File: config.mk
export PLATFORM = sky130hd
export DESIGN_NAME = fadd_issue_wb
export DESIGN_NICKNAME = d
export VERILOG_FILES = /design/src/rtl/fadd_issue_wb.sv
export SDC_FILE = /design/constraint.sdc
export NUM_CORES = 1
export LEC_CHECK = 0
export ABC_AREA = 0
export CORE_MARGIN = 3
export CORE_UTILIZATION = 54
export CTS_CLUSTER_DIAMETER = 100
export DETAILED_ROUTE_END_ITERATION = 6
export HOLD_SLACK_MARGIN = 0.02
export MAX_ROUTING_LAYER = met4
export PLACE_DENSITY_LB_ADDON = 0.3
export REMOVE_ABC_BUFFERS = 1
export SLEW_MARGIN = 5
export SYNTH_ARGS = -nofsm -noshare
export SYNTH_HDL_FRONTEND = slang
export SYNTH_SLANG_ARGS = --single-unit
File: constraint.sdc
create_clock -name clk -period 11.4 [get_ports clk]
set_input_delay 2.85 -clock clk [delete_from_list [all_inputs] [get_ports clk]]
set_output_delay 2.85 -clock clk [all_outputs]
set_load 0.02 [all_outputs]
File: src/rtl/fadd_issue_wb.sv
// Issue/writeback controller for a fixed-latency, non-stallable FP adder pipeline.
// Latency: result enters writeback FIFO LAT edges after accept; visible on wb_* one cycle later.
// Backpressure: issue is gated by credits (in-flight + buffered < DEPTH); wb_ready stalls FIFO head.
//
// Ports:
//   clk, rst            clock, asynchronous active-high reset
//   flush               synchronous squash of every in-flight and buffered op
//   in_valid/in_ready   request handshake; in_a, in_b, in_sub, in_rd carry the request
//   add_a/add_b/add_sub combinational operand copies to the adder; add_result returns from it
//   wb_valid/wb_ready   writeback handshake; wb_data, wb_rd carry the FIFO head
//   busy                any op in flight or buffered
module fadd_issue_wb #(
  parameter int LAT   = 5,
  parameter int DEPTH = 4,
  parameter int TAGW  = 5
) (
  input  logic            clk,
  input  logic            rst,
  input  logic            flush,
  input  logic            in_valid,
  output logic            in_ready,
  input  logic [31:0]     in_a,
  input  logic [31:0]     in_b,
  input  logic            in_sub,
  input  logic [TAGW-1:0] in_rd,
  output logic [31:0]     add_a,
  output logic [31:0]     add_b,
  output logic            add_sub,
  input  logic [31:0]     add_result,
  output logic            wb_valid,
  input  logic            wb_ready,
  output logic [31:0]     wb_data,
  output logic [TAGW-1:0] wb_rd,
  output logic            busy
);

  localparam int AW = (DEPTH > 1) ? $clog2(DEPTH) : 1;
  localparam int CW = AW + 1;
  localparam logic [CW:0] DEPTH_C = (CW + 1)'(DEPTH);

  typedef struct packed {
    logic [TAGW-1:0] rd;
    logic [31:0]     data;
  } entry_t;

  // Tag pipeline shadowing the adder stages.
  logic [LAT-1:0]           vld_sr_q, vld_sr_d;
  logic [LAT-1:0][TAGW-1:0] tag_sr_q, tag_sr_d;

  // Writeback FIFO.
  entry_t [DEPTH-1:0] mem_q;
  logic [AW-1:0]      wr_ptr_q, wr_ptr_d;
  logic [AW-1:0]      rd_ptr_q, rd_ptr_d;
  logic [CW-1:0]      count_q, count_d;
  logic [CW-1:0]      inflight_q, inflight_d;

  logic [CW:0] used;
  logic        accept, retire, push, pop;

  assign add_a   = in_a;
  assign add_b   = in_b;
  assign add_sub = in_sub;

  // Credits only count what is already committed; a retire or pop this cycle
  // frees its slot next cycle, so a retiring result can never find the FIFO full.
  assign used     = {1'b0, inflight_q} + {1'b0, count_q};
  assign in_ready = !flush && (used < DEPTH_C);

  assign accept = in_valid && in_ready;
  assign retire = vld_sr_q[LAT-1];
  assign push   = retire && !flush;
  assign pop    = wb_valid && wb_ready && !flush;

  assign wb_valid = (count_q != '0);
  assign wb_data  = mem_q[rd_ptr_q].data;
  assign wb_rd    = mem_q[rd_ptr_q].rd;
  assign busy     = (inflight_q != '0) || (count_q != '0);

  always_comb begin
    vld_sr_d   = vld_sr_q;
    tag_sr_d   = {tag_sr_q[LAT-2:0], in_rd};
    wr_ptr_d   = wr_ptr_q;
    rd_ptr_d   = rd_ptr_q;
    count_d    = count_q;
    inflight_d = inflight_q;
    if (flush) begin
      // Results still travelling through the adder are orphaned by clearing their valid bits.
      vld_sr_d   = '0;
      wr_ptr_d   = '0;
      rd_ptr_d   = '0;
      count_d    = '0;
      inflight_d = '0;
    end else begin
      vld_sr_d   = {vld_sr_q[LAT-2:0], accept};
      inflight_d = inflight_q + CW'(accept) - CW'(retire);
      if (push) wr_ptr_d = wr_ptr_q + AW'(1);
      if (pop)  rd_ptr_d = rd_ptr_q + AW'(1);
      count_d = count_q + CW'(push) - CW'(pop);
    end
  end

  always_ff @(posedge clk or posedge rst) begin
    if (rst) begin
      vld_sr_q   <= '0;
      tag_sr_q   <= '0;
      wr_ptr_q   <= '0;
      rd_ptr_q   <= '0;
      count_q    <= '0;
      inflight_q <= '0;
      mem_q      <= '0;
    end else begin
      vld_sr_q   <= vld_sr_d;
      tag_sr_q   <= tag_sr_d;
      wr_ptr_q   <= wr_ptr_d;
      rd_ptr_q   <= rd_ptr_d;
      count_q    <= count_d;
      inflight_q <= inflight_d;
      if (push) mem_q[wr_ptr_q] <= '{rd: tag_sr_q[LAT-1], data: add_result};
    end
  end

endmodule

==> results of run 1 <==
[power by group]
part           switching, uW  leakage (uW)  internal [uW]
clock network            245      0.000274            329
logic                    123       0.00207            165
registers               35.1       0.00254            701
total                    403       0.00489           1200
[cells by family (layout without fill, tap and decap cells)]
group / after synthesis / in the layout / share of synthesized area (%)
compound gates: 2 / 2 / 0.182
xor+xnor: 3 / 3 / 0.601
fa+ha+maj: 12 / 12 / 1.84
buf+inv: 99 / 126 / 9.64
flops: 188 / 188 / 52.5
mux: 188 / 188 / 33.3
simple gates: 29 / 29 / 1.87
[metrics by stage]
stage	total power (uW)	setup WS, ps
after floorplan	920	3440
after global placement	1030	3660
after detailed placement	1040	3560
after CTS	1620	3530
after global routing	1670	3240
final	1600	3580
[cells in the final DEF (no fill, tap or decap), types with 2 or more instances in the layout]
| master | instances |
|---|---|
| dfrtp_2 | 2 |
| nand3_1 | 2 |
| xnor3_1 | 2 |
| nor2_1 | 9 |
| ha_1 | 10 |
| clkinvlp_4 | 2 |
| clkbuf_16 | 17 |
| fa_1 | 2 |
| buf_4 | 6 |
| clkinv_4 | 2 |
| mux2_2 | 30 |
| bufinv_16 | 2 |
| clkbuf_1 | 4 |
| clkinv_2 | 3 |
| nor2b_1 | 8 |
| mux2_4 | 120 |
| dfrtp_1 | 186 |
| nand3b_1 | 4 |
| clkdlybuf4s50_1 | 81 |
| inv_1 | 6 |
| inv_6 | 2 |
| mux4_2 | 37 |
[layer usage]
layer,routed length [um],track usage (%)
met1,9010,32.8
met2,8280,30.4
met3,3120,19.0
met4,119,4.30
met5,0,-
[flip-flops by register name (all words and copies together) (netlist names)]
name / count
rd_ptr_q: 2
vld_sr_q: 5
inflight_q: 3
wr_ptr_q: 2
count_q: 3
tag_sr_q: 5
mem_q: 148
tag_sr_d: 20
[worst paths after layout]
path,depth (start not counted),end,slack [ps],from
worst min register to register,0,tag_sr_d[21],350,tag_sr_d[16]
worst min-delay path,0,tag_sr_d[21],350,tag_sr_d[16]
max in group asynchronous,3,mem_q[47],6770,rst
min in group asynchronous,2,tag_sr_d[7],3010,rst
worst max-delay path,4,in_ready,3580,flush
worst max register to register,10,inflight_q[2],8880,count_q[2]
[final cells by class]
class	count	area (um^2)	area share, %
sequential	188	4710	47.9
multi-input combinational	234	3390	34.5
timing repair buffer	87	856	8.71
clock buffer	22	454	4.62
tap	216	270	2.75
clock inverter	10	116	1.18
inverter	7	31.3	0.319
==> flow_summary_export.csv, run 1 <==
group,metric,value,unit
clocking,insertion_delay,430,ps
finish,fin_util,61.2,%
timing,final_hold_viol_count,0,
timing,finalClockSkew,8.61,ps
route,wl_per_cell,26.9,um
route,dr.pass1.iters,6,
timing,final_max_slew_viol_count,0,
yosys,async_reset_ff_share,100,%
grt,grt_pass1_wl,31800,um
yosys,syn_inst,521,
clocking,cts_root_buffer,"clkbuf_16",
placed_design,place_congestion,0.724,
setup_path,critPathSlowestCell,"clkdlybuf4s50_1",
clocking,cts_tree,"built",
timing,finalSetupTns,0,ps
finish,syn2layout_area_growth,9.68,%
setup_path,cpMostUsedCell,"clkdlybuf4s50_1",
yosys,synth-edff-count,0,
yosys,ys_seq_elements,188,
finish,n_antenna_cell,0,
grt,grt_max_degree,106,
floorplanning,die_h,135,um
setup_path,cp_num_buf_inv,2,
setup_path,cp_data_required_time,8550,ps
grt,antenna_found_initial,0,
setup_path,crit_chain,"clkdlybuf4s50_1, nor4_1, and2_1, clkdlybuf4s50_1",
route,drt-total-wl,20500,um
floorplanning,dieArea,18200,um^2
route,dr.first_iter.drc_count,342,
setup_path,cp_top_family,"buffers and inverters",
grt,grt_overflow,0,
run,cap_viol_max_count,0,
yosys,synth_area,8950,um^2
floorplanning,core_area,16100,um^2
yosys,synthFlopType,"dfrtp_1",
route,ant_nets,0,
clocking,cts_max_level,4,
min_path,min_path_type,"reg2reg",
yosys,synth-seq-area-share,52.5,%
yosys,yosysMostFrequentCell,"dfrtp_1",
timing,fin_crit,7820,ps
finish,drive_gt1_share,41.1,%
clocking,cts_buffer_depth,2,
floorplanning,num_io_pins,212,
setup_path,path_class,"in2out",
grt,grt_pass1_vias,4661,
timing,fmax,128,MHz
clocking,cts_setup_buffers,0,
timing,worst_slew_pin_slew,1110,ps
route,routed_via_density,5.71,
yosys,yosysUniqueCellTypes,28,
route,via_count,4364,
finish,fin_nets,654,
clocking,cts_made_buffers,17,
pwr,power.leakage,0.00489,uW
setup_path,critPathMaxStageDelay,780,ps
yosys,synth_top_area_share,52.5,%
clocking,cts_resized,0,
timing,slew_headroom,26.2,%
grt,grtUsageTotal,24.7,%
placed_design,dp_cells,732,
placed_design,place_area,9250,um^2
timing,holdWs,348,ps
timing,rsz0062_at_grt,"false",
yosys,ys_warn_count,0,
timing,fin_crit_sh,68.6,%
finish,fillers,1159,
yosys,avgSynthCellArea,17.2,um^2
timing,finalSetupViolCount,0,
setup_path,path_max_fanout,23,
setup_path,critPathArrivalTime,4970,ps
setup_path,cp-start-kind,"primary input",
placed_design,port_buffers,81,
clocking,hold_buffers,0,
placed_design,dpl.hpwl,12800,um
finish,finalInstanceArea,9820,um^2
pwr,power.density,163,nW/um^2
pwr,ir_drop,181,uV
route,drcViolationCount,0,
clocking,clk_pin_slew,60,ps
clocking,cts.sinks,188,
floorplanning,die_w,135,um
yosys,synth_common_cells,"dfrtp_1, mux2_4, buf_4, mux4_2, mux2_2",
yosys,synth_area_leader_cell,"dfrtp_1",
yosys,synthTopCellsByArea,"dfrtp_1, mux2_4, mux4_2",
run_status,status,"complete, no violations",
finish,final_cells,764,
floorplanning,start_util,55.8,%
floorplanning,num_rows,46,
setup_path,critPathCaptureType,"primary output",
(Power assumes the default switching activity.)
==> run 2, diff against run 1 <==
CORE_UTILIZATION = 45   (was 54)
clock period = 6.39 ns   (was 11.4 ns; I/O delays follow)
==> run 2 against run 1 <==
Sequential share of layout area fell by 0.69 points. Highest routed layer unchanged. First-iteration DRC count fell by 37%. Flip-flop and latch count did not move. Die area rose by 19%. Setup slack got worse by 2200 ps. Global-route usage fell by 3.8 points. Sequential power rose by 79%. Clock skew rose by 5.6 ps. Non-clock buffer count rose by 6. Final cell count rose by 6.5%. Total power rose by 83%. Worst hold slack improved by 1.2 ps.
==> flow_summary_export.csv, run 2 (same netlist as run 1, synthesis figures left out) <==
group,metric,value,unit
route,routed_via_density,5.44,
timing,finalClockSkew,14.2,ps
finish,drive_gt1_share,42.4,%
floorplanning,num_io_pins,212,
pwr,power.density,293,nW/um^2
finish,final_cells,814,
timing,final_hold_viol_count,0,
grt,grt_max_degree,104,
setup_path,reg2reg_from,"count_q[2]",
finish,largest_reg_flops,148,
route,drcViolationCount,0,
setup_path,cp_num_buf_inv,3,
route,wl_per_cell,25.9,um
min_path,hp-start,"tag_sr_d[21]",
finish,final_common_cell,"dfrtp_1",
setup_path,critPathCaptureType,"primary output",
placed_design,port_buffers,81,
route,dr.first_iter.drc_count,214,
timing,finalSetupTns,0,ps
placed_design,dp_cells,782,
setup_path,r2r_cells,10,
clocking,cts_tree,"built",
grt,grt_overflow,0,
clocking,cts_root_buffer,"clkbuf_16",
clocking,cts_made_buffers,17,
run,cap_viol_max_count,0,
route,via_count,4430,
finish,multi_input_area,3390,um^2
setup_path,cp_num_cells,5,
timing,finalSetupViolCount,0,
clocking,cts_buffer_depth,2,
route,ant_nets,0,
timing,fin_crit,5020,ps
setup_path,critPathMaxStageDelay,600,ps
min_path,whs_path_depth,0,
finish,fin_util,52.1,%
pwr,ir_drop,165,uV
setup_path,critPathSlowestCell,"clkdlybuf4s50_1",
timing,worst_slew_pin_slew,1070,ps
floorplanning,start_util,46.8,%
pwr,p_total,2920,uW
placed_design,place_congestion,0.734,
route,dr.pass1.iters,4,
finish,fin_nets,660,
finish,largest-register,"mem_q",
pwr,power.leakage,0.00494,uW
clocking,insertion_delay,430,ps
floorplanning,die_h,147,um
finish,syn2layout_area_growth,11.3,%
finish,fillers,1594,
setup_path,path_max_fanout,23,
setup_path,path_class,"in2out",
setup_path,critPathArrivalTime,3420,ps
grt,antenna_found_initial,0,
clocking,hold_buffers,0,
setup_path,r2r-end,"inflight_q[2]",
route,drt-total-wl,21100,um
floorplanning,dieArea,21600,um^2
min_path,min_path_type,"reg2reg",
grt,grt_pass1_wl,32700,um
setup_path,cpMostUsedCell,"clkdlybuf4s50_1",
setup_path,crit_chain,"clkdlybuf4s50_1, buf_4, nor4_1, and2_1, clkdlybuf4s50_1",
clocking,cts_setup_buffers,0,
timing,rsz0062_at_grt,"false",
finish,final_cell_mix,"dfrtp_1, mux2_4, clkdlybuf4s50_1, mux4_2, mux2_2",
floorplanning,die_w,147,um
clocking,cts_resized,0,
grt,grtUsageTotal,20.9,%
setup_path,cp_data_required_time,4790,ps
timing,fmax,199,MHz
grt,grt_pass1_vias,4865,
placed_design,dpl.hpwl,13700,um
timing,slew_headroom,28.6,%
setup_path,rrSetupSlack,3850,ps
setup_path,cp_top_family,"buffers and inverters",
setup_path,cp-start-kind,"primary input",
clocking,cts.sinks,188,
timing,final_max_slew_viol_count,0,
min_path,whs_endpoint,"tag_sr_q[21]",
floorplanning,core_area,19100,um^2
clocking,clk_pin_slew,70,ps
timing,fin_crit_sh,78.5,%
floorplanning,num_rows,50,
run_status,status,"complete, no violations",
finish,n_antenna_cell,0,
clocking,cts_max_level,4,
finish,seq_area,4710,um^2
==> run 2: changes by cell type in the layout (fill, tap and decap cells not counted) <==
cell and delta:
clkbuf_8 -1, bufinv_16 -1, buf_4 +6, clkinv_2 -3, clkinvlp_4 -1, clkinv_8 +2, inv_6 +1, clkbuf_1 -4
inv_12 +1, inv_8 +6
==> run 2: worst max path at each step <==
| stage | start | endpoint | slack (ps) |
|---|---|---|---|
| global route | flush | in_ready | 1250 |
| finish | flush | in_ready | 1370 |
| global placement | flush | in_ready | 1400 |
| CTS | flush | in_ready | 1360 |
| floorplan | rst | count_q[0] | -320 |
| detailed placement | flush | in_ready | 1360 |
==> run 2: routing by layer <==
| metal | wire length [um] | vias to the layer above | track usage, % |
|---|---|---|---|
| li1 | - | 1823 | - |
| met1 | 9210 | 2361 | 27.1 |
| met2 | 8820 | 217 | 27.5 |
| met3 | 2810 | 29 | 13.8 |
| met4 | 218 | 0 | 4.52 |
| met5 | 0 | - | - |
==> run 2: area by class of cell <==
| cell class | instances | share of cell area (%) |
|---|---|---|
| clock buffers | 17 | 4.27 |
| repair buffers | 93 | 9.04 |
| multi-input cells | 234 | 34.0 |
| well taps | 260 | 3.26 |
| flip-flops and latches | 188 | 47.2 |
| inverters | 7 | 0.314 |
| clock inverters | 15 | 1.90 |
==> run 2: power by group <==
| part | total (uW) | switching, uW | internal (uW) |
|---|---|---|---|
| clock | 1090 | 521 | 570 |
| sequential | 1320 | 67.5 | 1250 |
| combinational | 515 | 218 | 297 |
==> run 2: stage by stage <==
stage	worst slack [ps]	cell area [um^2]	hold slack [ps]
after floorplan	-321	8120	331
final	1370	9960	349
after global placement	1400	9350	331
after detailed placement	1360	9350	335
after global routing	1250	9960	355
after CTS	1360	9960	353
